File: src/rtl/serial_sub_pkg.sv
// Shared types and constants for the bit-serial subtractor.
// Imported by the top so the FSM encoding and default width live in one place.
package serial_sub_pkg;

    localparam int DEFAULT_WIDTH = 8;

    typedef enum logic [1:0] {
        IDLE = 2'd0,
        RUN  = 2'd1,
        DONE = 2'd2
    } state_t;

endpackage

File: src/rtl/full_sub1.sv
// One-bit combinational full subtractor: diff = a - b - bin, with borrow out.
// The borrow flip-flop that closes the loop lives in the parent.
module full_sub1 (
    input  logic a,
    input  logic b,
    input  logic bin,
    output logic diff,
    output logic bout
);

    assign diff = a ^ b ^ bin;
    assign bout = (~a & b) | (~(a ^ b) & bin);

endmodule

File: src/rtl/serial_sub8.sv
// Bit-serial subtractor: one full-subtractor cell walks the operands LSB first,
// with a start/done handshake and registered result outputs.
module serial_sub8
    import serial_sub_pkg::*;
#(
    parameter int WIDTH = DEFAULT_WIDTH
) (
    input  logic             clk,
    input  logic             rst,
    input  logic             start,
    input  logic [WIDTH-1:0] x,
    input  logic [WIDTH-1:0] y,
    input  logic             borrow_in,
    output logic             busy,
    output logic             done,
    output logic [WIDTH-1:0] d,
    output logic             borrow_out
);

    localparam int CW = $clog2(WIDTH);
    localparam logic [CW-1:0] LAST_BIT = CW'(WIDTH - 1);

    state_t           state_q;
    logic [WIDTH-1:0] opA_q;
    logic [WIDTH-1:0] opB_q;
    logic [WIDTH-1:0] result_q;
    logic [WIDTH-1:0] result_d;
    logic [WIDTH-1:0] dOut_q;
    logic [CW-1:0]    count_q;
    logic             borrow_q;
    logic             borrowOut_q;
    logic             busy_q;
    logic             done_q;
    logic             diffBit;
    logic             borrowNext;

    full_sub1 u_cell (
        .a    (opA_q[0]),
        .b    (opB_q[0]),
        .bin  (borrow_q),
        .diff (diffBit),
        .bout (borrowNext)
    );

    // The result fills from the MSB end so the last bit lands in position WIDTH-1.
    assign result_d = {diffBit, result_q[WIDTH-1:1]};

    always_ff @(posedge clk or posedge rst) begin
        if (rst) begin
            state_q     <= IDLE;
            opA_q       <= '0;
            opB_q       <= '0;
            result_q    <= '0;
            dOut_q      <= '0;
            count_q     <= '0;
            borrow_q    <= 1'b0;
            borrowOut_q <= 1'b0;
            busy_q      <= 1'b0;
            done_q      <= 1'b0;
        end else begin
            case (state_q)
                IDLE: begin
                    if (start) begin
                        opA_q    <= x;
                        opB_q    <= y;
                        borrow_q <= borrow_in;
                        count_q  <= '0;
                        busy_q   <= 1'b1;
                        state_q  <= RUN;
                    end
                end
                RUN: begin
                    opA_q    <= opA_q >> 1;
                    opB_q    <= opB_q >> 1;
                    borrow_q <= borrowNext;
                    result_q <= result_d;
                    // The counter stops at the last bit so it never wraps mid-operation.
                    if (count_q == LAST_BIT) begin
                        dOut_q      <= result_d;
                        borrowOut_q <= borrowNext;
                        done_q      <= 1'b1;
                        state_q     <= DONE;
                    end else begin
                        count_q <= count_q + CW'(1);
                    end
                end
                DONE: begin
                    done_q  <= 1'b0;
                    busy_q  <= 1'b0;
                    state_q <= IDLE;
                end
                default: begin
                    state_q <= IDLE;
                end
            endcase
        end
    end

    assign busy       = busy_q;
    assign done       = done_q;
    assign d          = dOut_q;
    assign borrow_out = borrowOut_q;

endmodule

File: config.mk
export PLATFORM = sky130hd
export DESIGN_NAME = serial_sub8
export DESIGN_NICKNAME = d
export VERILOG_FILES = /design/src/rtl/serial_sub_pkg.sv /design/src/rtl/full_sub1.sv /design/src/rtl/serial_sub8.sv
export SDC_FILE = /design/constraint.sdc
export NUM_CORES = 1
export LEC_CHECK = 0
export BUFFER_PORTS_ARGS = -buffer_cell sky130_fd_sc_hd__buf_4
export CORE_MARGIN = 3
export CORE_UTILIZATION = 59
export CTS_BUF_LIST = sky130_fd_sc_hd__clkbuf_16
export DETAILED_ROUTE_END_ITERATION = 6
export GPL_TIMING_DRIVEN = 0
export PLACE_DENSITY = 0.83
export SETUP_SLACK_MARGIN = 0.2
export SLEW_MARGIN = 20
export SYNTH_ARGS = -nofsm -noshare
export SYNTH_HDL_FRONTEND = slang
export SYNTH_SLANG_ARGS = --single-unit
File: constraint.sdc
create_clock -name clk -period 3.1 [get_ports clk]
set_input_delay 0 -clock clk [delete_from_list [all_inputs] [get_ports clk]]
set_output_delay 0 -clock clk [all_outputs]
set_load 0.02 [all_outputs]
---- Word-level counts from Yosys, hierarchy flattened ----
Index checks and enable logic that the tools add are counted.
cells by class
  equal/unequal tests ..................... 6
  bitwise logic cells ..................... 7
  multiplexer cells ....................... 16
  add/sub/neg operators ................... 1
  reduce and logical (&&, ||, !) cells .... 10
operators with widths
  cell                                                 count
  case mux 8 bit (2 select lines)                      2
  2-to-1 mux 8 bit                                     2
  AND reduction 2 bit                                  5
  2-to-1 mux 3 bit                                     2
  inequality test 2 bit, second input constant         3
  case mux 1 bit (2 select lines)                      3
  case mux 3 bit (2 select lines)                      1
  nonzero test 2 bit                                   3
  2-to-1 mux 2 bit                                     2
  case mux 2 bit (2 select lines)                      1
  adder 3 x 1 -> 3 bit, second input constant          1
  equality test 3 bit, second input constant           1
  2-to-1 mux 1 bit                                     3
  AND reduction 3 bit                                  1
  AND 1 bit                                            2
  equality test 2 x 1 -> 1 bit, second input constant  1
  equality test 2 bit, second input constant           1
  zero test 2 bit                                      1
  NOT 1 bit                                            2
  bitwise XOR 1 bit                                    2
  bitwise OR 1 bit                                     1
storage, ports and cells
  bits in registers ....................... 41
  output and inout port bits .............. 11

---- Depth between registers and ports, before layout ----
Gate-level depths: netlist of the first run.
  depth in word-level cells ............... 5
  depth in mapped cells ................... 7

---- Hierarchy ----
Synthesis of the first run repeated with hierarchy kept, for this count alone.
second synthesis, totals
  cells, all modules ...................... 166
  area total of the unflattened synthesis .. 1769.2 sq um
modules (own cells, without submodules)
  module       area each (sq um)  cells an instance  times used
  serial_sub8  1737.9             162                1
  full_sub1    31.3               4                  1

---- Least setup slack after synthesis of the first run ----
OpenSTA, ideal clock, no wires.
  kind .................................... register to register
  from .................................... reg count_q[0]
  to ...................................... reg dOut_q[0] (netlist: d[0])
  library setup time ...................... 125 ps
  period minus slack after synthesis ...... 1557 ps
  arrival time ............................ 1432 ps
  slack ................................... 1543 ps
  buffers on the path ..................... 2
  required time ........................... 2975 ps
  stages on the path, launching flop included .. 7
  cell sequence ........................... dfrtp_1 -> ha_1 -> ha_1 -> clkbuf_2 -> nand3b_2 -> buf_6 -> mux2_4
on the way
  word-level cells in the longest chain between the ends .. 2
RTL lines
  element                        line               text
  start, declared                serial_sub8.sv:29  logic [CW-1:0] count_q;
  start signal, assigned         serial_sub8.sv:84  count_q <= count_q + CW'(1);
  equality test 3 bit            serial_sub8.sv:78  if (count_q == LAST_BIT) begin
  AND reduction 2 bit (no line)  n/a
  end signal, assigned           serial_sub8.sv:79  dOut_q <= result_d;
  end, declared                  serial_sub8.sv:28  logic [WIDTH-1:0] dOut_q;
No other way between the ends.
A chain may end at the register's enable or synchronous reset.

---- Worst setup path in the final report of the first run ----
  from .................................... reg count_q[0]
  to ...................................... reg dOut_q[5] (netlist: d[5])
Same word-level chain as after synthesis.

==> results of run 1 <==
-- critical path, stage by stage (launching register included) --
cell      delay [ns]
dfrtp_1         0.40
ha_1            0.21
ha_1            0.18
clkbuf_2        0.17
nand3b_2        0.12
buf_6           0.17
mux2_4          0.31
-- cell families after synthesis --
| group | after synthesis | synth area share (%) |
|---|---|---|
| AO/OA/AOI/OAI | 63 | 20.3 |
| flip-flops | 40 | 55.6 |
| buffers and inverters | 17 | 5.07 |
| multiplexers | 15 | 12.1 |
| AND/OR/NAND/NOR | 14 | 4.44 |
| adder cells (fa/ha/maj) | 3 | 2.50 |
-- cells in the mapped netlist, types with 2 or more instances --
library cell	count	share of area [%]
buf_6	2	1.2
inv_1	6	1.2
dfrtp_1	40	56
mux2_2	2	1.2
nor2_1	3	0.62
nand2_1	4	0.83
ha_1	2	1.4
mux2_4	13	11
a21oi_1	19	5.3
buf_2	6	1.7
o21ai_0	11	3.1
a22oi_1	2	0.83
nand2b_2	2	0.97
o22ai_1	28	9.7
-- registers in the layout, summed over array words and instances, names as in the netlist --
signal	cells
opB_q	8
borrow_q	1
done	1
opA_q	8
count_q	3
d	8
busy	1
state_q	2
result_q	7
borrow_out	1
-- repair_timing --
action | CTS | global route
endpoints found under the setup margin | 0 | 0
hold buffers | 3 | 0
endpoints found under the hold margin | 22 | 0
-- cell usage in the layout (no fill, tap or decap) --
master         count
o2bb2ai_1          1
nor2b_1            1
o32ai_1            1
a21oi_1           19
ha_1               2
buf_16             1
clkbuf_16          5
dlygate4sd3_1      3
o22ai_1           28
inv_1              7
buf_2              6
fa_1               1
o21ai_0           11
a221oi_1           1
buf_4             31
clkinv_1           1
nand2_1            4
nand3b_2           1
or2b_1             1
inv_2              1
mux2_2             2
nand2b_2           2
buf_6              2
clkbuf_1           1
clkbuf_2           1
a22oi_1            2
mux2_4            13
nor2_1             3
dfrtp_1           40
nor3_1             1
or2_2              1
-- power by group --
| part | leakage [nW] | switching (mW) | internal (mW) |
|---|---|---|---|
| Sequential | 0.470 | 0.202 | 0.766 |
| Combinational | 0.524 | 0.447 | 0.482 |
| Clock | 0.0738 | 0.193 | 0.289 |
| Total | 1.07 | 0.842 | 1.54 |
-- routing by layer --
layer | up-vias | GRT usage (%)
li1 | 647 | -
met2 | 70 | 41.1
met5 | - | 0
met1 | 694 | 31.8
met4 | 0 | 8.67
met3 | 13 | 7.34
-- layout make-up --
type / count / area [um^2]
inverter: 6 / 22.5
timing repair buffer: 34 / 283
sequential: 40 / 1000
clock inverter: 3 / 11.3
fill: 183 / 569
multi-input combinational: 95 / 709
tap: 31 / 38.8
clock buffer: 5 / 125
buffer: 11 / 68.8
-- how the worst max path moves through the flow --
stage	from	endpoint	slack [ns]
2_1_floorplan	count_q[0]	d[0]	1.54
3_3_place_gp	count_q[0]	d[0]	1.47
3_5_place_dp	count_q[0]	d[0]	1.43
4_1_cts	count_q[0]	d[2]	1.42
5_1_grt	count_q[0]	d[2]	1.35
6_report	count_q[0]	d[5]	1.42
==> results.cfg, run 1 <==
[place]
gp_congestion = 0.771
dpl_cell_area_um2 = 2090
place_ws_ns = 1.43
io_buffers = 30
hpwl_um = 2840
dp_cells = 214

[route]
routed.top_layer = met4
vias = 1424
wl_um = 4220
wl_met2_um = 2170
routedWlPerCell_um = 18.8
drt-met1-wl_um = 1690
firstDrtPassIters = 4
drtIter0Drc = 151
vias_per_cell = 6.33
ant_nets = 0
dr_wl_met3_um = 273
route.detailed.drc = 0

[worst_setup_path]
critPathLaunchType = flip-flop
ff2ff_setup_slack_ns = 1.42
reg2reg_depth = 6
r2r_start = count_q[0]
r2r_end = d[5]
crit_type = flip-flop to flip-flop
crit_arrival_ns = 1.85
critPathRequiredTime_ns = 3.27
crit_path_max_fanout = 10
endpoint_kind = flip-flop

[logic_synthesis]
avgSynthCellArea_um2 = 11.9
synth-seq-cells = 40
ys_warn_count = 0
synth_flop_cell = dfrtp_1
synth_area_um2 = 1800
synthArstFlopShare_pct = 100
synth_cells = 152
ys_seq_area_share_pct = 55.6
synth_fp_nets = 175
synth_edf_count = 0
synthDistinctLibCells = 26

[grt]
grt-ovfl-total = 0
grt_max_degree = 22
grt_pass1_wl_um = 6790
antenna_found_initial = 0
grt_pass1_vias = 1428
grtUsageTotal_pct = 25.1

[timing]
finalCriticalPeriod_ns = 1.68
relSlewSlack_pct = 68.8
fmax_ghz = 0.594
tightestPinTransition_ns = 0.468
fin_tns_setup_ns = 0
period_share_pct = 54.4
finClkSkew_ns = 0.00328
hold_violations = 0
rsz0062_at_grt = no
drv_slew = 0
hold-worst-slack_ns = 0.0201
worst_slack_ns = 1.42
setup_viol = 0

[finish]
final_cells = 225
drive_gt1_share_pct = 34.0
nNetsFinal = 216
final_core_util_pct = 79.9
final_cell_area_um2 = 2260
area_delta_synth_final_pct = 25.4
diodes = 0

[cts]
cts_setup_buffers = 0
cts_tree = done
ctsRootBufferMaster = clkbuf_16
cts_resized = 0
clock_sinks = 40
path_clk_slew_ns = 0.06
htreeDepth = 2
cts_made_buffers = 5
clockBufferDepth = 2
clk-insertion-delay-late_ns = 0.28

[die]
rows = 19
core_um2 = 2830
dieArea_um2 = 3750
ios = 31
die_w_um = 61.3
die_y_um = 61.3
initial_utilization_pct = 63.7

[pwr]
irDropWorstVdd_mv = 0.546
p_total_mw = 2.38
p_per_area_nw_per_um2 = 1050
p_leak_nw = 1.07

[flow_run]
max_cap_violations = 0

[hold_path]
hold_end = opB_q[2]
hp-start = y[2]
worstHoldPathCells = 3
hold_class = input port to flip-flop

[run_status]
outcome = finished, final reports clean
No activity file was read; power rests on OpenSTA's default activity.
==> run 2: changes to the inputs <==
--- a/config.mk
+++ b/config.mk
@@ -7,11 +7,11 @@
 export LEC_CHECK = 0
 export BUFFER_PORTS_ARGS = -buffer_cell sky130_fd_sc_hd__buf_4
 export CORE_MARGIN = 3
-export CORE_UTILIZATION = 59
+export CORE_UTILIZATION = 55
 export CTS_BUF_LIST = sky130_fd_sc_hd__clkbuf_16
 export DETAILED_ROUTE_END_ITERATION = 6
 export GPL_TIMING_DRIVEN = 0
-export PLACE_DENSITY = 0.83
+export PLACE_DENSITY = 0.78
 export SETUP_SLACK_MARGIN = 0.2
 export SLEW_MARGIN = 20
 export SYNTH_ARGS = -nofsm -noshare
==> constraint.sdc (replaced) <==
create_clock -name clk -period 1.59 [get_ports clk]
set_input_delay 0 -clock clk [delete_from_list [all_inputs] [get_ports clk]]
set_output_delay 0 -clock clk [all_outputs]
set_load 0.02 [all_outputs]
==> run 2 against run 1 <==
Net effect: via count down 0.77%; sequential cell count unchanged; non-clock buffer count up 8; first-iteration DRC count down 62%; cell area up 7.7%; maximum frequency up 9.9%; power up 110%; setup slack worse by 1.4 ns; register-to-register slack worse by 1.4 ns; combinational power up 120%; largest power group is now combinational cells; die area up 6.6%.
==> results.cfg, run 2 (synthesis results as in run 1) <==
[run_status]
outcome = finished, final reports clean

[worst_setup_path]
critPathRequiredTime_ns = 1.75
r2r_start = count_q[0]
crit_path_max_fanout = 5
ff2ff_setup_slack_ns = 0.06
reg2reg_depth = 6
endpoint_kind = flip-flop
r2r_end = d[4]
crit_start = count_q[0]
critPathLaunchType = flip-flop
endpoint = d[4]
crit_arrival_ns = 1.69
crit_type = flip-flop to flip-flop

[cts]
cts_tree = done
path_clk_slew_ns = 0.06
cts_made_buffers = 5
clk-insertion-delay-late_ns = 0.28
htreeDepth = 2
ctsRootBufferMaster = clkbuf_16
clock_sinks = 40
clockBufferDepth = 2

[grt]
grt_max_degree = 27
grt_pass1_vias = 1509
antenna_found_initial = 0
grt_pass1_wl_um = 7070
grt-ovfl-total = 0
grtUsageTotal_pct = 23.1

[finish]
area_delta_synth_final_pct = 35.1
final_core_util_pct = 79.1
fillCellCount = 198
final_cell_area_um2 = 2430
nNetsFinal = 224
drive_gt1_share_pct = 43.1
final_cells = 246
diodes = 0
final_cell_mix = 40 x dfrtp_1, 37 x buf_4, 28 x o22ai_1
final_common_cell = dfrtp_1

[die]
ios = 31
core_um2 = 3080
dieArea_um2 = 4000
die_w_um = 63.2
rows = 20
initial_utilization_pct = 58.5
die_y_um = 63.2

[pwr]
p_per_area_nw_per_um2 = 2010
p_leak_nw = 1.14
p_sw_share_pct = 35.0
pwr-share-seq_pct = 38.5
p_int_mw = 3.18
p_clk_share_pct = 19.2
irDropWorstVdd_mv = 1.27
switchingPower_mw = 1.71
combinationalPowerShare_pct = 42.3

[timing]
finClkSkew_ns = 0.00515
setup_viol = 0
fin_tns_setup_ns = 0
tightestPinTransition_ns = 0.347
drv_slew = 0
period_share_pct = 96.4
fmax_ghz = 0.652
hold_violations = 0
worst_slack_ns = 0.0572
rsz0062_at_grt = yes
finalCriticalPeriod_ns = 1.53
relSlewSlack_pct = 76.9

[route]
routedWlPerCell_um = 17.1
vias = 1413
firstDrtPassIters = 4
ant_nets = 0
route.detailed.drc = 0
drtIter0Drc = 58
vias_per_cell = 5.74
wl_um = 4220

[place]
gp_congestion = 0.766
hpwl_um = 2740
place_ws_ns = 0.0151
dpl_cell_area_um2 = 2130
dp_cells = 227
io_buffers = 30

[hold_path]
hold_class = input port to flip-flop

[flow_run]
max_cap_violations = 0
## run 2: worst max-delay path: stages (launching register included)
cell and delay, ns:
dfrtp_1 0.39, ha_2 0.20, ha_4 0.16, buf_8 0.11, nand3b_4 0.11, buf_8 0.14, mux2_4 0.30
## run 2: how the worst min path moves through the flow
stage	start	end	slack, ns	cells after the start
after floorplan	x[7]	opA_q[7]	0.14	2
after global placement	y[7]	opB_q[7]	0.26	3
after detailed placement	rst	result_q[1]	-0.02	2
after CTS	x[2]	opA_q[2]	0.02	3
after global routing	x[4]	opA_q[4]	0.04	3
final	y[0]	opB_q[0]	0.02	3
## run 2: power by group through the flow
stage / combinational, mW / clock [mW] / sequential [mW]
after floorplan: 1.18 / 0 / 1.92
after global placement: 1.71 / 0 / 1.83
after detailed placement: 1.79 / 0 / 1.89
after CTS: 1.89 / 0.953 / 1.87
after global routing: 2.25 / 1.02 / 1.95
final: 2.07 / 0.936 / 1.88
## run 2: layout make-up
type	count	area, um^2	area share, %
buffer	11	83.8	3.44
sequential	40	1000	41.1
tap	44	55.1	2.26
timing repair buffer	42	359	14.8
clock buffer	5	125	5.14
multi-input combinational	95	773	31.8
inverter	6	22.5	0.925
clock inverter	3	13.8	0.566
## run 2: routing by layer
layer / global-route usage [%] / wire length, um / vias to the layer above
li1: - / - / 662
met1: 27.4 / 1710 / 707
met2: 40.7 / 2260 / 37
met3: 6.24 / 189 / 7
met4: 7.55 / 55 / 0
met5: 0 / 0 / -
## run 2: per-stage QoR
step,power [mW],hold slack [ns]
after global routing,5.22,0.0375
final,4.89,0.0184
after global placement,3.54,0.259
after detailed placement,3.68,-0.0189
after floorplan,3.11,0.136
after CTS,4.71,0.0166
## run 2: what timing repair did
action | CTS | global route
hold buffers | 3 | 0
setup buffers | 4 | 3
setup endpoints to repair | 9 | 24
gates cloned | 1 | 0
resized for setup | 1 | 19
hold endpoints to repair | 42 | 0
pin swaps | 0 | 1
==> run 3: changes to the inputs <==
--- a/config.mk
+++ b/config.mk
@@ -11,7 +11,7 @@
 export CTS_BUF_LIST = sky130_fd_sc_hd__clkbuf_16
 export DETAILED_ROUTE_END_ITERATION = 6
 export GPL_TIMING_DRIVEN = 0
-export PLACE_DENSITY = 0.78
+export PLACE_DENSITY_LB_ADDON = 0.3
 export SETUP_SLACK_MARGIN = 0.2
 export SLEW_MARGIN = 20
 export SYNTH_ARGS = -nofsm -noshare
==> run 3 against run 2 <==
Net effect: non-clock buffer count down 3; core utilization down 1.5 points; via count down 1.6%; critical endpoint is now d[3]; hold slack better by 0.011 ns; setup slack worse by 0.016 ns; largest cell class unchanged; first-iteration DRC count down 8.6%; sequential share of layout area up 0.85 points; final cell count down 1.6%; die area unchanged; global-route usage down 1.0 points.
==> results.cfg, run 3 (synthesis results as in run 1) <==
[pwr]
p_sw_share_pct = 34.5
p_clk_share_pct = 19.0
p_int_mw = 3.12
p_leak_nw = 1.11
switchingPower_mw = 1.64
irDropWorstVdd_mv = 0.955
combinationalPowerShare_pct = 41.4
p_total_mw = 4.76
pwr-share-seq_pct = 39.5
p_per_area_nw_per_um2 = 1990

[timing]
finClkSkew_ns = 0.00485
period_share_pct = 97.4
drv_slew = 0
setup_viol = 0
fmax_ghz = 0.646
relSlewSlack_pct = 77.7
tightestPinTransition_ns = 0.334
finalCriticalPeriod_ns = 1.55
rsz0062_at_grt = yes
hold_violations = 0
fin_tns_setup_ns = 0

[flow_run]
max_cap_violations = 0

[cts]
cts_tree = done
clk-insertion-delay-late_ns = 0.27
path_clk_slew_ns = 0.06
htreeDepth = 2
clockBufferDepth = 2
cts_made_buffers = 5
ctsRootBufferMaster = clkbuf_16
clock_sinks = 40

[finish]
final_common_cell = dfrtp_1
area_delta_synth_final_pct = 32.5
drive_gt1_share_pct = 40.4
nNetsFinal = 221
final_cell_mix = 39 x dfrtp_1, 35 x buf_4, 28 x o22ai_1
diodes = 0
fillCellCount = 199
multi_input_area_um2 = 758
seq_area_um2 = 1000

[worst_setup_path]
crit_family = flip-flops
crit_start = count_q[0]
crit_arrival_ns = 1.70
crit_type = flip-flop to flip-flop
crit_top_cell = buf_8
endpoint_kind = flip-flop
r2r_start = count_q[0]
critPathRequiredTime_ns = 1.75
slowest_delay_ns = 0.39
crit_path_max_fanout = 5
critPathLaunchType = flip-flop
slowest_stage = dfrtp_1
cp_cell_sequence = ha_2 > ha_4 > buf_8 > nand3b_4 > buf_8 > mux2_4
worst-path-buf-inv = 2

[grt]
use_met3_pct = 6.24
grt.busiest_layer = met2
use_met1_pct = 27.1
grt_use_met2_pct = 38.5
grt_pass1_wl_um = 6890
grt_max_degree = 27
grt-ovfl-total = 0
grtUsageTotal_pct = 22.1
grt_pass1_vias = 1419
antenna_found_initial = 0

[route]
firstDrtPassIters = 4
route.detailed.drc = 0
vias = 1391
drtIter0Drc = 53
wl_um = 3990
vias_per_cell = 5.75
routedWlPerCell_um = 16.5
ant_nets = 0

[place]
io_buffers = 30
hpwl_um = 2620
gp_congestion = 0.798

[die]
rows = 20
die_w_um = 63.2
initial_utilization_pct = 58.5
ios = 31
core_um2 = 3080
die_y_um = 63.2
dieArea_um2 = 4000

[hold_path]
hold_class = input port to flip-flop
hp-start = y[1]

[run_status]
outcome = finished, final reports clean
run 3: cell types whose count changed in the layout (fill, tap and decap cells not counted), sizes merged:
cell    previous run  this run
buf               49        46
clkinv             3         2
run 3: path summary, 6_finish.rpt:
kind / to / slack [ns] / depth (start not counted)
worst max-delay path: d[3] / 0.04 / 6
max in group asynchronous: state_q[1] / 0.89 / 4
worst max register to register: d[3] / 0.04 / 6
worst min register to register: d[7] / 0.51 / 1
min in group asynchronous: d[2] / 0.25 / 3
worst min-delay path: opB_q[1] / 0.03 / 3
run 3: final cells by class:
cell class                 instances  area share, %
sequential                        40           42.0
timing repair buffer              39           13.9
clock inverter                     2          0.314
buffer                            11           3.51
tap                               44           2.31
inverter                           6          0.943
clock buffer                       5           5.24
multi-input combinational         95           31.8
run 3: metrics by stage:
stage               util [%]  instance area (um^2)  worst slack (ns)  std cells  hold WS, ns
global placement        68.5                  2110            0.0625        226        0.259
detailed placement      69.1                  2130            0.0166        227      -0.0171
floorplan                  -                  1830             0.105        152        0.136
CTS                     75.6                  2330            0.0193        239       0.0256
global route            77.6                  2390           0.00330        242       0.0380
finish                  77.6                  2390            0.0417        242       0.0296
run 3: power by group through the flow:
stage          Clock (mW)  Sequential, mW  Combinational (mW)
3_5_place_dp            0            1.87                1.79
5_1_grt             0.980            1.95                2.15
2_1_floorplan           0            1.92                1.18
4_1_cts             0.918            1.87                1.85
6_report            0.906            1.88                1.97
3_3_place_gp            0            1.83                1.71
run 3: repair_timing:
| action | CTS | global route |
|---|---|---|
| gates cloned | 1 | 0 |
| hold endpoints to repair | 16 | 0 |
| buffers inserted | 1 | 3 |
| pin swaps | 0 | 4 |
| hold buffers | 3 | 0 |
| endpoints found under the setup margin | 9 | 19 |
| resized for setup | 2 | 14 |
run 3: routing by layer:
| metal | share of wire, % | vias up |
|---|---|---|
| met5 | 0 | - |
| met4 | 0.90 | 0 |
| met3 | 3.8 | 5 |
| met2 | 54 | 30 |
| met1 | 41 | 698 |
| li1 | - | 658 |
run 3: tightest hold or removal path, cell delays in order:
cell and delay [ns]:
buf_4 0.08, o22ai_1 0.05, a21oi_1 0.14
